**src/rtl/split_vec_driver.sv**
```systemverilog
// split_vec_driver
// Candidate generator for a combinational split constraint checker. A 32-bit
// Galois LFSR fills the packed vector one chunk per GEN cycle; the checker's
// verdict is sampled in CHECK. Accepted vectors are offered on a valid/ready
// solution port, rejected ones are regenerated until the retry budget is spent.
module split_vec_driver #(
    parameter int VEC_W     = 256,
    parameter int CHUNK_W   = 32,
    parameter int MAX_TRIES = 16,
    parameter int CNT_W     = 16
) (
    input  logic             clk,
    input  logic             rst,
    input  logic             seed_load,
    input  logic [31:0]      seed,
    input  logic             start,
    output logic [VEC_W-1:0] vec_out,
    input  logic             chk_x,
    output logic             sol_valid,
    input  logic             sol_ready,
    output logic [VEC_W-1:0] sol_data,
    output logic             busy,
    output logic             done,
    output logic             fail,
    output logic [CNT_W-1:0] try_count
);

    // Number of GEN cycles needed to cover the vector; last chunk may be partial.
    localparam int NCH = (VEC_W + CHUNK_W - 1) / CHUNK_W;
    localparam int KW  = (NCH > 1) ? $clog2(NCH) : 1;

    localparam logic [KW-1:0]    K_LAST   = KW'(NCH - 1);
    localparam logic [KW-1:0]    K_ONE    = KW'(1'b1);
    localparam logic [CNT_W-1:0] CNT_ONE  = CNT_W'(1'b1);
    localparam logic [CNT_W-1:0] CNT_MAX  = CNT_W'(MAX_TRIES);
    localparam logic [31:0]      LFSR_RST = 32'h0000_0001;
    localparam logic [31:0]      LFSR_TAP = 32'h8020_0003;

    typedef enum logic [1:0] {
        ST_IDLE  = 2'd0,
        ST_GEN   = 2'd1,
        ST_CHECK = 2'd2,
        ST_OUT   = 2'd3
    } state_t;

    // One step of the right-shifting Galois LFSR.
    function automatic logic [31:0] lfsr_step(input logic [31:0] v);
        logic [31:0] r;
        r = v >> 1;
        if (v[0]) begin
            r = r ^ LFSR_TAP;
        end
        return r;
    endfunction

    state_t             state_r, state_nxt_s;
    logic [31:0]        lfsr_r, lfsr_nxt_s;
    logic [VEC_W-1:0]   vec_r, vec_nxt_s;
    logic [KW-1:0]      k_r, k_nxt_s;
    logic [CNT_W-1:0]   try_r, try_nxt_s;
    logic               valid_r;
    logic               busy_r;
    logic               done_r, done_nxt_s;
    logic               fail_r, fail_nxt_s;

    // Next-state, LFSR, chunk fill and pulse generation.
    always_comb begin
        state_nxt_s = state_r;
        lfsr_nxt_s  = lfsr_r;
        vec_nxt_s   = vec_r;
        k_nxt_s     = k_r;
        try_nxt_s   = try_r;
        done_nxt_s  = 1'b0;
        fail_nxt_s  = 1'b0;
        case (state_r)
            ST_IDLE: begin
                // A seed load wins over a simultaneous start.
                if (seed_load) begin
                    lfsr_nxt_s = (seed == 32'h0) ? LFSR_RST : seed;
                end else if (start) begin
                    state_nxt_s = ST_GEN;
                    try_nxt_s   = {CNT_W{1'b0}};
                end else begin
                    state_nxt_s = ST_IDLE;
                end
            end
            ST_GEN: begin
                // The freshly advanced LFSR value lands in chunk k.
                lfsr_nxt_s = lfsr_step(lfsr_r);
                for (int b = 0; b < VEC_W; b++) begin
                    if ((b / CHUNK_W) == int'(k_r)) begin
                        vec_nxt_s[b] = lfsr_nxt_s[b % CHUNK_W];
                    end else begin
                        vec_nxt_s[b] = vec_r[b];
                    end
                end
                if (k_r == K_LAST) begin
                    k_nxt_s     = {KW{1'b0}};
                    state_nxt_s = ST_CHECK;
                end else begin
                    k_nxt_s = k_r + K_ONE;
                end
            end
            ST_CHECK: begin
                try_nxt_s = try_r + CNT_ONE;
                if (chk_x) begin
                    state_nxt_s = ST_OUT;
                end else if (try_nxt_s < CNT_MAX) begin
                    state_nxt_s = ST_GEN;
                end else begin
                    state_nxt_s = ST_IDLE;
                    fail_nxt_s  = 1'b1;
                end
            end
            ST_OUT: begin
                // Solution is held until the consumer takes it.
                if (sol_ready) begin
                    state_nxt_s = ST_IDLE;
                    done_nxt_s  = 1'b1;
                end else begin
                    state_nxt_s = ST_OUT;
                end
            end
            default: begin
                state_nxt_s = ST_IDLE;
            end
        endcase
    end

    // State and datapath registers with asynchronous reset.
    always_ff @(posedge clk or posedge rst) begin
        if (rst) begin
            state_r <= ST_IDLE;
            lfsr_r  <= LFSR_RST;
            vec_r   <= {VEC_W{1'b0}};
            k_r     <= {KW{1'b0}};
            try_r   <= {CNT_W{1'b0}};
            valid_r <= 1'b0;
            busy_r  <= 1'b0;
            done_r  <= 1'b0;
            fail_r  <= 1'b0;
        end else begin
            state_r <= state_nxt_s;
            lfsr_r  <= lfsr_nxt_s;
            vec_r   <= vec_nxt_s;
            k_r     <= k_nxt_s;
            try_r   <= try_nxt_s;
            valid_r <= (state_nxt_s == ST_OUT);
            busy_r  <= (state_nxt_s != ST_IDLE);
            done_r  <= done_nxt_s;
            fail_r  <= fail_nxt_s;
        end
    end

    assign vec_out   = vec_r;
    assign sol_data  = vec_r;
    assign sol_valid = valid_r;
    assign busy      = busy_r;
    assign done      = done_r;
    assign fail      = fail_r;
    assign try_count = try_r;

endmodule

```
**config.mk**
```make
export PLATFORM = sky130hd
export DESIGN_NAME = split_vec_driver
export DESIGN_NICKNAME = d
export VERILOG_FILES = /design/src/rtl/split_vec_driver.sv
export SDC_FILE = /design/constraint.sdc
export NUM_CORES = 1
export LEC_CHECK = 0
export BUFFER_PORTS_ARGS = -buffer_cell sky130_fd_sc_hd__buf_2
export CORE_AREA = 2 2 224 226
export DETAILED_ROUTE_END_ITERATION = 10
export DIE_AREA = 0 0 226 228
export MAX_ROUTING_LAYER = met4
export PLACE_DENSITY_LB_ADDON = 0.1
export SYNTH_ARGS = -nofsm -noshare
export SYNTH_HDL_FRONTEND = slang
export SYNTH_SLANG_ARGS = --single-unit
```
**constraint.sdc**
```tcl
create_clock -name clk -period 28.5 [get_ports clk]
set_input_delay 1.425 -clock clk [delete_from_list [all_inputs] [get_ports clk]]
set_output_delay 1.425 -clock clk [all_outputs]
set_load 0.01 [all_outputs]
```
==> Word-level counts from Yosys, hierarchy flattened <==
Index checks and enable logic that the tools add are counted.
{ "totals": {"reg_bits": 313, "input_bits": 38} }
{ "op_classes": {"add_sub_neg": 2, "n_lt_le_gt_ge": 1, "eq_ne": 15, "n_mux": 20, "bitwise_logic": 1, "n_reduce_logical": 16} }
{ "op_table": {"columns": ["cell", "n"], "rows": [
  ["two-way mux 32 bit", 3],
  ["case mux 32 bit (2 select lines)", 1],
  ["zero test 32 bit", 1],
  ["two-way mux 16 bit", 2],
  ["case mux 16 bit (2 select lines)", 1],
  ["AND reduction 2 bit", 9],
  ["adder 16 x 1 -> 16 bit, second input constant", 1],
  ["< comparator 16 x 5 -> 1 bit, second input constant", 1],
  ["== test 3 bit, first input constant", 4],
  ["two-way mux 2 bit", 4],
  ["case mux 2 bit (4 select lines)", 1],
  ["two-way mux 1 bit", 7],
  ["== test 2 bit, second input constant", 3],
  ["== test 2 x 3 -> 1 bit, first input constant", 2],
  ["!= test 2 bit, second input constant", 3],
  ["nonzero test 2 bit", 3],
  ["inverter 3 -> 4 bit", 1],
  ["adder 3 x 1 -> 3 bit, second input constant", 1],
  ["== test 1 x 3 -> 1 bit, first input constant", 1],
  ["== test 3 bit, second input constant", 1],
  ["zero test 3 bit", 1],
  ["two-way mux 3 bit", 1],
  ["AND reduction 3 bit", 1],
  ["== test 2 x 1 -> 1 bit, second input constant", 1],
  ["zero test 2 bit", 1]
]} }

==> Longest topological paths before layout <==
Gate-level depths: netlist (run 1).
{ "logic_depth": {"ltp_word": 6, "mapped_depth": 8, "depth_no_buf": 7} }

==> Worst setup path after synthesis (run 1) <==
OpenSTA, ideal clock, no wires.
{ "synth_path": {"path_kind": "input to register", "start": "input seed_load", "end": "register lfsr_r[0]", "arrival_ns": 2.352, "path_slack_ns": 26.051, "cell_stages": 5, "path_buffers": 1, "path_cell_list": "nor3b_1 > nor2_1 > clkbuf_1 > nand2_1 > o211ai_1"} }
{ "synth_between": {"elab_chain_len": 2} }
{ "synth_rtl": {"columns": ["item", "line", "rtl"], "rows": [
  ["start: declaration", "14", "input logic seed_load,"],
  ["!= test 2 bit (no line)", null, null],
  ["AND reduction 2 bit (no line)", null, null],
  ["end signal: assignment", "144", "lfsr_r <= lfsr_nxt_s;"],
  ["end: declaration", "57", "logic [31:0] lfsr_r, lfsr_nxt_s;"]
]} }
Every way passes these cells.
A chain may end at the register's enable or synchronous reset.

==> summary.txt, run 1 <==
Run status
  • Outcome: complete, no violations

Detailed routing
  • Post-DRT Antenna Nets: 0
  • Max Used Layer: met4
  • WL met2: 22800 µm
  • Vias per cell: ~4.4
  • Average wire per standard cell: 21.5 µm
  • Router iterations before antenna repair: 4
  • Wl on met1: a little over 20000 µm
  • Vias after detailed routing: about 9.6k
  • Final WL: around 47000 µm
  • Metal3 WL: 2340 µm
  • Drt drc: 0
  • Initial DRC count: slightly below 400

Run
  • Max-capacitance violation count: 0

Floorplan
  • Row cnt: approximately 80
  • IO Pins: between 500 and 600
  • Total Die Area: 0.0515 mm²
  • Starting density of the core: approximately 29%
  • Die extent in y: ~230 µm
  • Core box area: 0.0493 mm²
  • Die Wd: around 230 µm

GRT
  • Largest net degree at the start of global routing: 116
  • First-pass GRT wire length: about 66000 µm
  • Initial antenna violation count: 6
  • GRT overflow: 0
  • Total track usage: approximately 18%
  • Vias in the first global route: 9361

Synthesis
  • Post-Syn Area: 0.0143 mm²
  • Yosys cell types: 50
  • Post-synthesis area per instance: ~12 µm²
  • Count leader, synth: dfrtp_1
  • Post-synth top cells: 312 x dfrtp_1, 256 x buf_4, 232 x mux2_2, 92 x nand2_1, 42 x o21ai_0
  • Syn Nets: ~1.2k
  • Register area share after synthesis: 54.7%
  • EDFF count, synth: 0
  • FF+latch count, synth: roughly 310
  • Synth area leader: dfrtp_1
  • Synth Warn #: 0
  • Top post-synthesis cells by area: dfrtp_1 55%, mux2_2 18%, buf_4 13%, nand2_1 2.4%, a22oi_1 1.5%
  • Cells after Synth: 1171
  • Async SR Flop Fraction: 100%
  • Top cell type's share of synthesized area: a little over half
  • Top_reg_cell synth: dfrtp_1

Pwr
  • P per Cell Area: approximately 140 mW/mm²
  • Overall power: 2.41 mW
  • VDD IR max: 0.0000560 V
  • Leak pwr: 8.85 nW

Clocking
  • Post_cts resized: 0
  • CTS sink count: approximately 310
  • Reg clk slew, reported paths: ~50 ps
  • TritonCTS clock tree: built
  • CTS hold repair buffers: 0
  • Num CTS Buffers: 39
  • Worst-case clock buffer depth: 3
  • H-tree depth: 2
  • Clk Tree Root Cell: clkbuf_16
  • Setup bufs post-CTS: 0
  • Worst skew pair latency: 550 ps

STA
  • Setup-failing EPs final: 0
  • Worst slew pin tran: roughly 1100 ps
  • Final period utilization: 11.4%
  • Slew Limit Fails: 0
  • Max Fclk: 307 MHz
  • Clock Skews: between 10 and 15 ps
  • Unrepaired setup endpoints after global routing: false
  • Final Hold Vio Count: 0
  • Max_slew headroom: about a quarter
  • TNS Setup: 0 ps
  • Min cycle time layout: roughly 3300 ps

Worst setup path
  • Critical path type: input port to asynchronous set/reset pin
  • Nature of the critical path endpoint: asynchronous set/reset pin
  • Critical path required time: 29050 ps
  • Critical path fanouts, max: around 120
  • Critical path arrival: ~3800 ps
  • Crit path launch type: input port

Placed design
  • PortBufs: between 500 and 600
  • Placer's final routability congestion estimate: roughly 0.77
  • HPWL after DPL: around 32000 µm

Finish
  • # fillers: between 4k and 5k
  • Area grow syn2layout: 20.0%
  • Layout Nets: 1504
  • Layout cells sized above 1: between 50 and 60%

Min path
  • Hold WC Path Type: flip-flop to flip-flop
-- path summary, 6_finish.rpt --
| path | slack (ps) | cells past startpoint | startpoint | end |
|---|---|---|---|---|
| max reg2reg | 25650 | 4 | state_r[0]$_DFF_PP0_ | sol_data[43]$_DFFE_PP0P_ |
| max | 25250 | 4 | rst | sol_data[50]$_DFFE_PP0P_ |
| min reg2reg | 490 | 2 | sol_data[193]$_DFFE_PP0P_ | sol_data[193]$_DFFE_PP0P_ |
| min in group asynchronous | 1050 | 2 | rst | sol_data[231]$_DFFE_PP0P_ |
| max in group clk | 25650 | 4 | state_r[0]$_DFF_PP0_ | sol_data[43]$_DFFE_PP0P_ |
| min | 490 | 2 | sol_data[193]$_DFFE_PP0P_ | sol_data[193]$_DFFE_PP0P_ |
-- worst max-delay path: stages --
cell and delay (ps):
buf_2 130, inv_8 560, buf_4 730, buf_4 840
-- kinds of logic after synthesis --
logic type / count (synthesis) / share of synthesized area [%]
AOI/OAI and AO/OA: 106 / 4.72
xor gates and xnor gates: 5 / 0.306
adders and majority gates: 7 / 0.612
DFF: 313 / 54.7
muxes: 236 / 18.6
buffers and inverters: 338 / 15.7
and+or+nand+nor: 166 / 5.36
-- routing by layer --
metal / vias up / GRT usage, %
li1: 4325 / -
met2: 338 / 29.7
met4: 0 / 3.75
met1: 4863 / 23.0
met3: 58 / 4.15
met5: - / -
-- cell type report --
cell class	instances	area, µm²	area share (%)
Timing Repair Buffer	580	2930	17.1
Tap cell	672	841	4.89
Sequential cell	313	7830	45.6
Inverter	5	26.3	0.153
Clock buffer	60	1180	6.85
Clock inverter	7	87.6	0.510
Multi-Input combinational cell	520	4270	24.9
Antenna cell	6	15.0	0.0874
-- cells in the final DEF, fill, tap and decap left out, drive strengths merged, types with 5 or more instances in the layout --
| cell type | instances |
|---|---|
| buf | 580 |
| dfrtp | 312 |
| mux2 | 232 |
| nand2 | 92 |
| clkbuf | 60 |
| o21ai | 42 |
| a22oi | 29 |
| nor2 | 24 |
| a21oi | 12 |
| nor4 | 11 |
| and3 | 9 |
| nand3 | 8 |
| ha | 7 |
| nand4 | 7 |
| diode | 6 |
| a31oi | 5 |
| nor3 | 5 |
| inv | 5 |
-- sequential cells by signal (all words and copies together), names as in the netlist --
register,flops
try_count,16
fail,1
sol_valid,1
k_r,3
state_r,2
sol_data,256
done,1
busy,1
lfsr_r,32
-- stage by stage --
| step | worst slack [ps] | hold slack, ps | area (µm²) | std cells | utilization (%) |
|---|---|---|---|---|---|
| 2_1_floorplan | 18420 | 467 | 14300 | 1171 | - |
| 3_3_place_gp | 24510 | 482 | 15900 | 2090 | 32.2 |
| 3_5_place_dp | 24490 | 487 | 15900 | 2090 | 32.2 |
| 4_1_cts | 25090 | 499 | 17200 | 2157 | 34.8 |
| 5_1_grt | 24810 | 535 | 17200 | 2163 | 34.8 |
| 6_report | 25250 | 493 | 17200 | 2163 | 34.8 |
-- power breakdown --
group,leakage [nW],switching [mW],internal [mW]
logic,4.33,0.530,0.473
registers,3.89,0.257,0.655
clock network,0.620,0.191,0.301
No activity file was read; power rests on OpenSTA's default activity.
==> inputs of run 2 (changes only) <==
- ABC_AREA: default -> 1
- clock period: 28.5 -> 3.2 ns (I/O delays scaled with it)
==> summary.txt, run 2 <==
Detailed routing
  • Vias per cell: 4.31 (was 4.43)
  • Drt drc: 0 (unchanged)
  • Initial DRC count: 620 (was 391)
  • Final WL: 48200 µm (was 46600 µm)
  • Router iterations before antenna repair: 5 (was 4)
  • Average wire per standard cell: 19.0 µm (was 21.5 µm)
  • Vias after detailed routing: 10.9k (was 9584)
  • Post-DRT Antenna Nets: 0 (unchanged)

Finish
  • Max reg flops: 256 (unchanged)
  • Layout Nets: 1883 (was 1504)
  • Area grow syn2layout: 24.6% (was 20.0%)
  • Commonest non-fill, non-tap cell in the layout: buf_2 (unchanged)
  • Layout cells sized above 1: 36.9% (was 59.8%)
  • Commonest cells after routing, fill and taps aside: 569 x buf_2, 369 x nand2_1, 312 x dfrtp_1 (was 569 x buf_2, 312 x dfrtp_1, 232 x mux2_2)
  • Fin cells: 2541 (was 2163)

Clocking
  • Clk Tree Root Cell: clkbuf_16 (unchanged)
  • H-tree depth: 2 (unchanged)
  • Num CTS Buffers: 39 (unchanged)
  • Worst skew pair latency: 550 ps (about the same)
  • CTS sink count: 313 (unchanged)
  • Post_cts resized: 0 (unchanged)
  • Setup bufs post-CTS: 0 (unchanged)
  • Worst-case clock buffer depth: 3 (unchanged)
  • Reg clk slew, reported paths: 60 ps (was 50 ps)
  • TritonCTS clock tree: built (unchanged)

Synthesis
  • Syn Nets: 1532 (was 1216)
  • Synth Warn #: 0 (unchanged)
  • Top_reg_cell synth: dfrtp_1 (unchanged)
  • Yosys cell types: 32 (was 50)
  • Post-synthesis area per instance: 9.38 µm² (was 12.2 µm²)
  • Async SR Flop Fraction: 100% (unchanged)
  • EDFF count, synth: 0 (unchanged)
  • FF+latch count, synth: 313 (unchanged)
  • Cells after Synth: 1487 (was 1171)
  • Post-Syn Area: 0.0140 mm² (was 0.0143 mm²)
  • Synth area leader: dfrtp_1 (unchanged)
  • Top cell type's share of synthesized area: 56.0% (was 54.5%)
  • Register area share after synthesis: 56.1% (was 54.7%)
  • Post-synth top cells: 370 x nand2_1, 312 x dfrtp_1, 256 x buf_4, 241 x o21ai_0, 86 x inv_1 (was 312 x dfrtp_1, 256 x buf_4, 232 x mux2_2, 92 x nand2_1, 42 x o21ai_0)
  • Count leader, synth: nand2_1 (was dfrtp_1)
  • Top post-synthesis cells by area: dfrtp_1 56%, buf_4 14%, nand2_1 10%, o21ai_0 8.6%, inv_1 2.3% (was dfrtp_1 55%, mux2_2 18%, buf_4 13%, nand2_1 2.4%, a22oi_1 1.5%)

Floorplan
  • Die Wd: 226 µm (unchanged)
  • Core box area: 0.0493 mm² (unchanged)
  • IO Pins: 570 (unchanged)
  • Starting density of the core: 28.3% (was 29.0%)
  • Total Die Area: 0.0515 mm² (unchanged)
  • Die extent in y: 228 µm (unchanged)
  • Row cnt: 82 (unchanged)

STA
  • Worst slew pin tran: 1040 ps (was 1100 ps)
  • Min cycle time layout: around 2200 ps
  • Slew Limit Fails: 0 (unchanged)
  • Clock Skews: 15.7 ps (was 13.4 ps)
  • Setup-failing EPs final: 0 (unchanged)
  • Max Fclk: approximately 450 MHz
  • Final period utilization: approximately 70%
  • Unrepaired setup endpoints after global routing: false (unchanged)
  • Slack of the critical path: 961 ps (was 25250 ps)
  • Final Hold Vio Count: 0 (unchanged)
  • Max_slew headroom: 30.8% (was 26.1%)

GRT
  • Largest net degree at the start of global routing: 63 (was 116)
  • GRT overflow: 0 (unchanged)
  • Initial antenna violation count: 5 (was 6)
  • Vias in the first global route: 10.4k (was 9361)
  • First-pass GRT wire length: 70200 µm (was 66300 µm)
  • Total track usage: 19.0% (was 18.2%)

Run status
  • Outcome: complete, no violations (unchanged)

Worst setup path
  • Critical path fanouts, max: 34 (was 115)
  • Critical path required time: 3600 ps (was 29050 ps)
  • Critical path type: flip-flop to flip-flop (was input port to asynchronous set/reset pin)
  • Critical path arrival: 2640 ps (was 3800 ps)
  • Crit path launch type: flip-flop (was input port)
  • Nature of the critical path endpoint: flip-flop (was asynchronous set/reset pin)

Placed design
  • HPWL after DPL: 34000 µm (was 32400 µm)
  • DP Cell Count: 2431 (was 2090)
  • Pre-CTS setup slack: 961 ps (was 24490 ps)
  • Placer's final routability congestion estimate: 0.795 (was 0.772)
  • PortBufs: 569 (unchanged)

Pwr
  • P per Cell Area: 1140 mW/mm² (was 140 mW/mm²)
  • Leak pwr: 9.40 nW (was 8.85 nW)
  • Overall power: 19.9 mW (was 2.41 mW)
  • VDD IR max: 0.000488 V (was 0.0000560 V)

Min path
  • Hold WC Path Type: input port to flip-flop (was flip-flop to flip-flop)

Run
  • Max-capacitance violation count: 0 (unchanged)
==> run 2: cell types whose count changed after synthesis, sizes merged, moves of 8 or more <==
cell,previous run,this run
a21oi,12,0
a22oi,29,0
and3,9,1
buf,302,263
clkbuf,31,54
inv,5,98
mux2,232,0
nand2,92,377
nand3,8,18
nor4,11,2
o21ai,42,258
o221ai,0,30
==> run 2: layer usage <==
metal | up-vias | routed length [µm] | global-route usage, %
li1 | 5266 | - | -
met1 | 5280 | 21800 | 24.8
met2 | 355 | 23300 | 30.5
met3 | 43 | 2330 | 3.19
met4 | 0 | 745 | 4.82
met5 | - | 0 | -
==> run 2: cell type report <==
class                      count  area, µm²
multi-input combinational    758       3590
fill                        5091      32000
inverter                      99        375
antenna                        5       12.5
clock buffer                  56       1170
timing repair buffer         627       3450
clock inverter                11        108
sequential                   313       7830
tap                          672        841
==> run 2: report_power, final <==
part | leakage, nW | internal (mW) | switching [mW]
logic | 4.77 | 2.97 | 5.37
registers | 3.99 | 5.65 | 1.48
clock network | 0.637 | 2.69 | 1.71
==> run 2: what timing repair did <==
item	in CTS	in global routing
hold endpoints to repair	59	0
hold buffers	38	0
setup endpoints to repair	0	0
==> run 2: final timing paths <==
| kind | from | end | slack [ps] | depth (start not counted) |
|---|---|---|---|---|
| max | state_r[1]$_DFF_PP0_ | lfsr_r[30]$_DFFE_PP0P_ | 960 | 6 |
| min | start | try_count[0]$_DFFE_PP0P_ | 120 | 4 |
| max reg2reg | state_r[1]$_DFF_PP0_ | lfsr_r[30]$_DFFE_PP0P_ | 960 | 6 |
| min reg2reg | lfsr_r[13]$_DFFE_PP0P_ | lfsr_r[12]$_DFFE_PP0P_ | 480 | 2 |
| max in group asynchronous | rst | lfsr_r[0]$_DFFE_PP1P_ | 1930 | 4 |
| min in group asynchronous | rst | sol_data[209]$_DFFE_PP0P_ | 400 | 3 |
==> run 2: critical path, cell delays in order, from the launching register on <==
cell      delay [ps]
dfrtp_1          450
nor2_1           290
nand2_2           70
buf_4            260
nand2_1          570
buf_4            310
o221ai_1         130
==> run 2: logic make-up after synthesis <==
group	count (synthesis)	synth area share [%]
and+or+nand+nor	446	13.0
xor gates and xnor gates	4	0.251
buffers and inverters	416	18.1
AOI/OAI and AO/OA	301	11.8
adders and majority gates	7	0.628
DFF	313	56.1
==> run 2: per-stage QoR <==
step	TNS (ps)	area [µm²]	utilization (%)	hold slack, ps
6_report	0	17400	35.2	121
3_5_place_dp	0	15700	31.8	446
5_1_grt	0	17400	35.2	163
4_1_cts	0	17400	35.2	95.5
3_3_place_gp	0	15700	31.8	444
2_1_floorplan	-351960	14000	-	315
==> inputs of run 3 (changes only) <==
- clock period: 3.2 -> 2.1 ns (I/O delays scaled with it)
==> summary.txt, run 3 (synthesis gave the netlist of run 2 again) <==
Detailed routing
  • Average wire per standard cell: 18.8 µm (was 19.0 µm)
  • Initial DRC count: 623 (was 620)
  • Post-DRT Antenna Nets: 0 (unchanged)
  • Drt drc: 0 (unchanged)
  • Final WL: 48100 µm (was 48200 µm)
  • Router iterations before antenna repair: 5 (unchanged)
  • Vias after detailed routing: 11.1k (was 10.9k)
  • Vias per cell: 4.33 (was 4.31)

Placed design
  • PortBufs: 569 (unchanged)
  • Placed Area: 0.0159 mm² (was 0.0157 mm²)
  • Placer's final routability congestion estimate: 0.774 (was 0.795)
  • HPWL after DPL: 33900 µm (was 34000 µm)
  • DP Cell Count: 2448 (was 2431)

Finish
  • Layout cells sized above 1: 37.3% (was 36.9%)
  • # fillers: 5159 (was 5091)
  • Max reg flops: 256 (unchanged)
  • Final Instance Area: 0.0175 mm² (was 0.0174 mm²)
  • Commonest non-fill, non-tap cell in the layout: buf_2 (unchanged)
  • Area grow syn2layout: 25.5% (was 24.6%)
  • Layout Nets: 1901 (was 1883)
  • Fin cells: 2560 (was 2541)
  • Commonest cells after routing, fill and taps aside: 569 x buf_2, 369 x nand2_1, 312 x dfrtp_1 (unchanged)
  • Fin util: 35.5% (was 35.2%)

Run status
  • Outcome: complete, no violations (unchanged)

Worst setup path
  • Nature of the critical path endpoint: flip-flop (unchanged)
  • Critical path arrival: 2340 ps (was 2640 ps)
  • Critical path fanouts, max: 2 (was 34)
  • Crit-path most repeated cell: dlygate4sd3_1 (was buf_4)
  • Crit path launch type: input port (was flip-flop)
  • Crit path largest cell delay: 570 ps (about the same)
  • CP max stage cell: dlygate4sd3_1 (was nand2_1)
  • CP Cell Sequence: dlygate4sd3_1 -> buf_2 -> inv_1 -> nand4_1 -> nor4_1 -> buf_4 -> a31oi_1 -> dlygate4sd3_1 -> o21bai_1 (was nor2_1 -> nand2_2 -> buf_4 -> nand2_1 -> buf_4 -> o221ai_1)
  • Critical path required time: 2570 ps (was 3600 ps)
  • Reg2Reg Depth: 14 (was 6)
  • Critical path type: input port to flip-flop (was flip-flop to flip-flop)

Floorplan
  • Die extent in y: 228 µm (unchanged)
  • Starting density of the core: 28.3% (unchanged)
  • Total Die Area: 0.0515 mm² (unchanged)
  • Die Wd: 226 µm (unchanged)
  • Core box area: 0.0493 mm² (unchanged)
  • IO Pins: 570 (unchanged)
  • Row cnt: 82 (unchanged)

GRT
  • Vias in the first global route: 10.4k (about the same)
  • GRT overflow: 0 (unchanged)
  • First-pass GRT wire length: 70000 µm (was 70200 µm)
  • Initial antenna violation count: 5 (unchanged)
  • Total track usage: 18.8% (was 19.0%)
  • Largest net degree at the start of global routing: 90 (was 63)

Clocking
  • Setup bufs post-CTS: 0 (unchanged)
  • Worst skew pair latency: 550 ps (about the same)
  • Reg clk slew, reported paths: 50 ps (was 60 ps)
  • CTS sink count: 313 (unchanged)
  • Clk Tree Root Cell: clkbuf_16 (unchanged)
  • H-tree depth: 2 (unchanged)
  • Worst-case clock buffer depth: 3 (unchanged)
  • Num CTS Buffers: 39 (unchanged)
  • TritonCTS clock tree: built (unchanged)

STA
  • Max Fclk: 534 MHz
  • Slew Limit Fails: 0 (unchanged)
  • Unrepaired setup endpoints after global routing: false (unchanged)
  • Clock Skews: 12.4 ps (was 15.7 ps)
  • Final Hold Vio Count: 0 (unchanged)
  • Final period utilization: about nine tenths
  • Max_slew headroom: 62.1% (was 30.8%)
  • Min cycle time layout: between 1500 and 2000 ps
  • Hold WS: 92.6 ps (was 121 ps)
  • Worst slew pin tran: 568 ps (was 1040 ps)
  • Setup-failing EPs final: 0 (unchanged)

Pwr
  • Leak pwr: 9.48 nW (was 9.40 nW)
  • Overall power: 30.4 mW (was 19.9 mW)
  • VDD IR max: 0.000643 V (was 0.000488 V)
  • P per Cell Area: 1730 mW/mm² (was 1140 mW/mm²)

Run
  • Max-capacitance violation count: 0 (unchanged)

Min path
  • WHS Path Cells: 4 (unchanged)
  • Hold WC Path Type: input port to flip-flop (unchanged)
## run 3: cell types whose count changed in the layout (fill, tap and decap cells not counted)
cell,previous run,this run
inv_2,12,11
inv_4,0,1
clkinv_4,0,1
clkbuf_1,6,8
bufinv_16,2,1
diode_2,5,6
buf_12,6,9
clkinv_2,8,9
clkbuf_8,9,6
dlygate4sd3_1,38,39
buf_4,14,28
## run 3: layout make-up
cell class                 count  area [µm²]  area share [%]
clock inverter                12        91.3           0.521
sequential                   313        7830            44.7
tap                          672         841            4.80
timing repair buffer         645        3630            20.7
inverter                      99         378            2.16
multi-input combinational    758        3590            20.5
antenna                        6        15.0          0.0857
clock buffer                  55        1140            6.50
## run 3: worst max-delay path, delay by kind of cell
family | cells | cell delay [ps]
AOI/OAI and AO/OA | 2 | 190
and+or+nand+nor | 2 | 500
buffers and inverters | 5 | 1550
## run 3: final timing paths
path / from / to / slack (ps)
max: seed[19] / lfsr_r[0]$_DFFE_PP1P_ / 230
max in group asynchronous: rst / lfsr_r[14]$_DFFE_PP0P_ / 1060
min in group asynchronous: rst / sol_data[242]$_DFFE_PP0P_ / 110
max reg2reg: try_count[0]$_DFFE_PP0P_ / busy$_DFF_PP0_ / 290
min reg2reg: lfsr_r[13]$_DFFE_PP0P_ / lfsr_r[12]$_DFFE_PP0P_ / 480
min: start / try_count[0]$_DFFE_PP0P_ / 90
## run 3: power by group
part           leakage, nW  internal [mW]  total, mW  switching [mW]
combinational         4.88           4.76       13.0            8.24
clock                0.611           3.89       6.55            2.66
sequential            3.99           8.61       10.8            2.22
## run 3: metrics by stage
step / TNS [ps] / setup WS (ps)
finish: 0 / 228
global route: 0 / 6.35
CTS: 0 / 159
detailed placement: 0 / 161
global placement: 0 / 275
floorplan: -679050 / -2170
## run 3: per-layer routing
layer | GRT usage, % | share of wire, % | up-vias
li1 | - | - | 5298
met1 | 24.6 | 45 | 5368
met4 | 4.08 | 1.6 | 0
met5 | - | 0 | -
met3 | 3.05 | 4.4 | 47
met2 | 30.4 | 49 | 370
## run 3: repair_timing
| action | 4_1_cts | 5_1_grt |
|---|---|---|
| hold endpoints to repair | 92 | 0 |
| setup endpoints to repair | 0 | 9 |
| hold buffers | 39 | 0 |
| gates resized for setup | 0 | 2 |
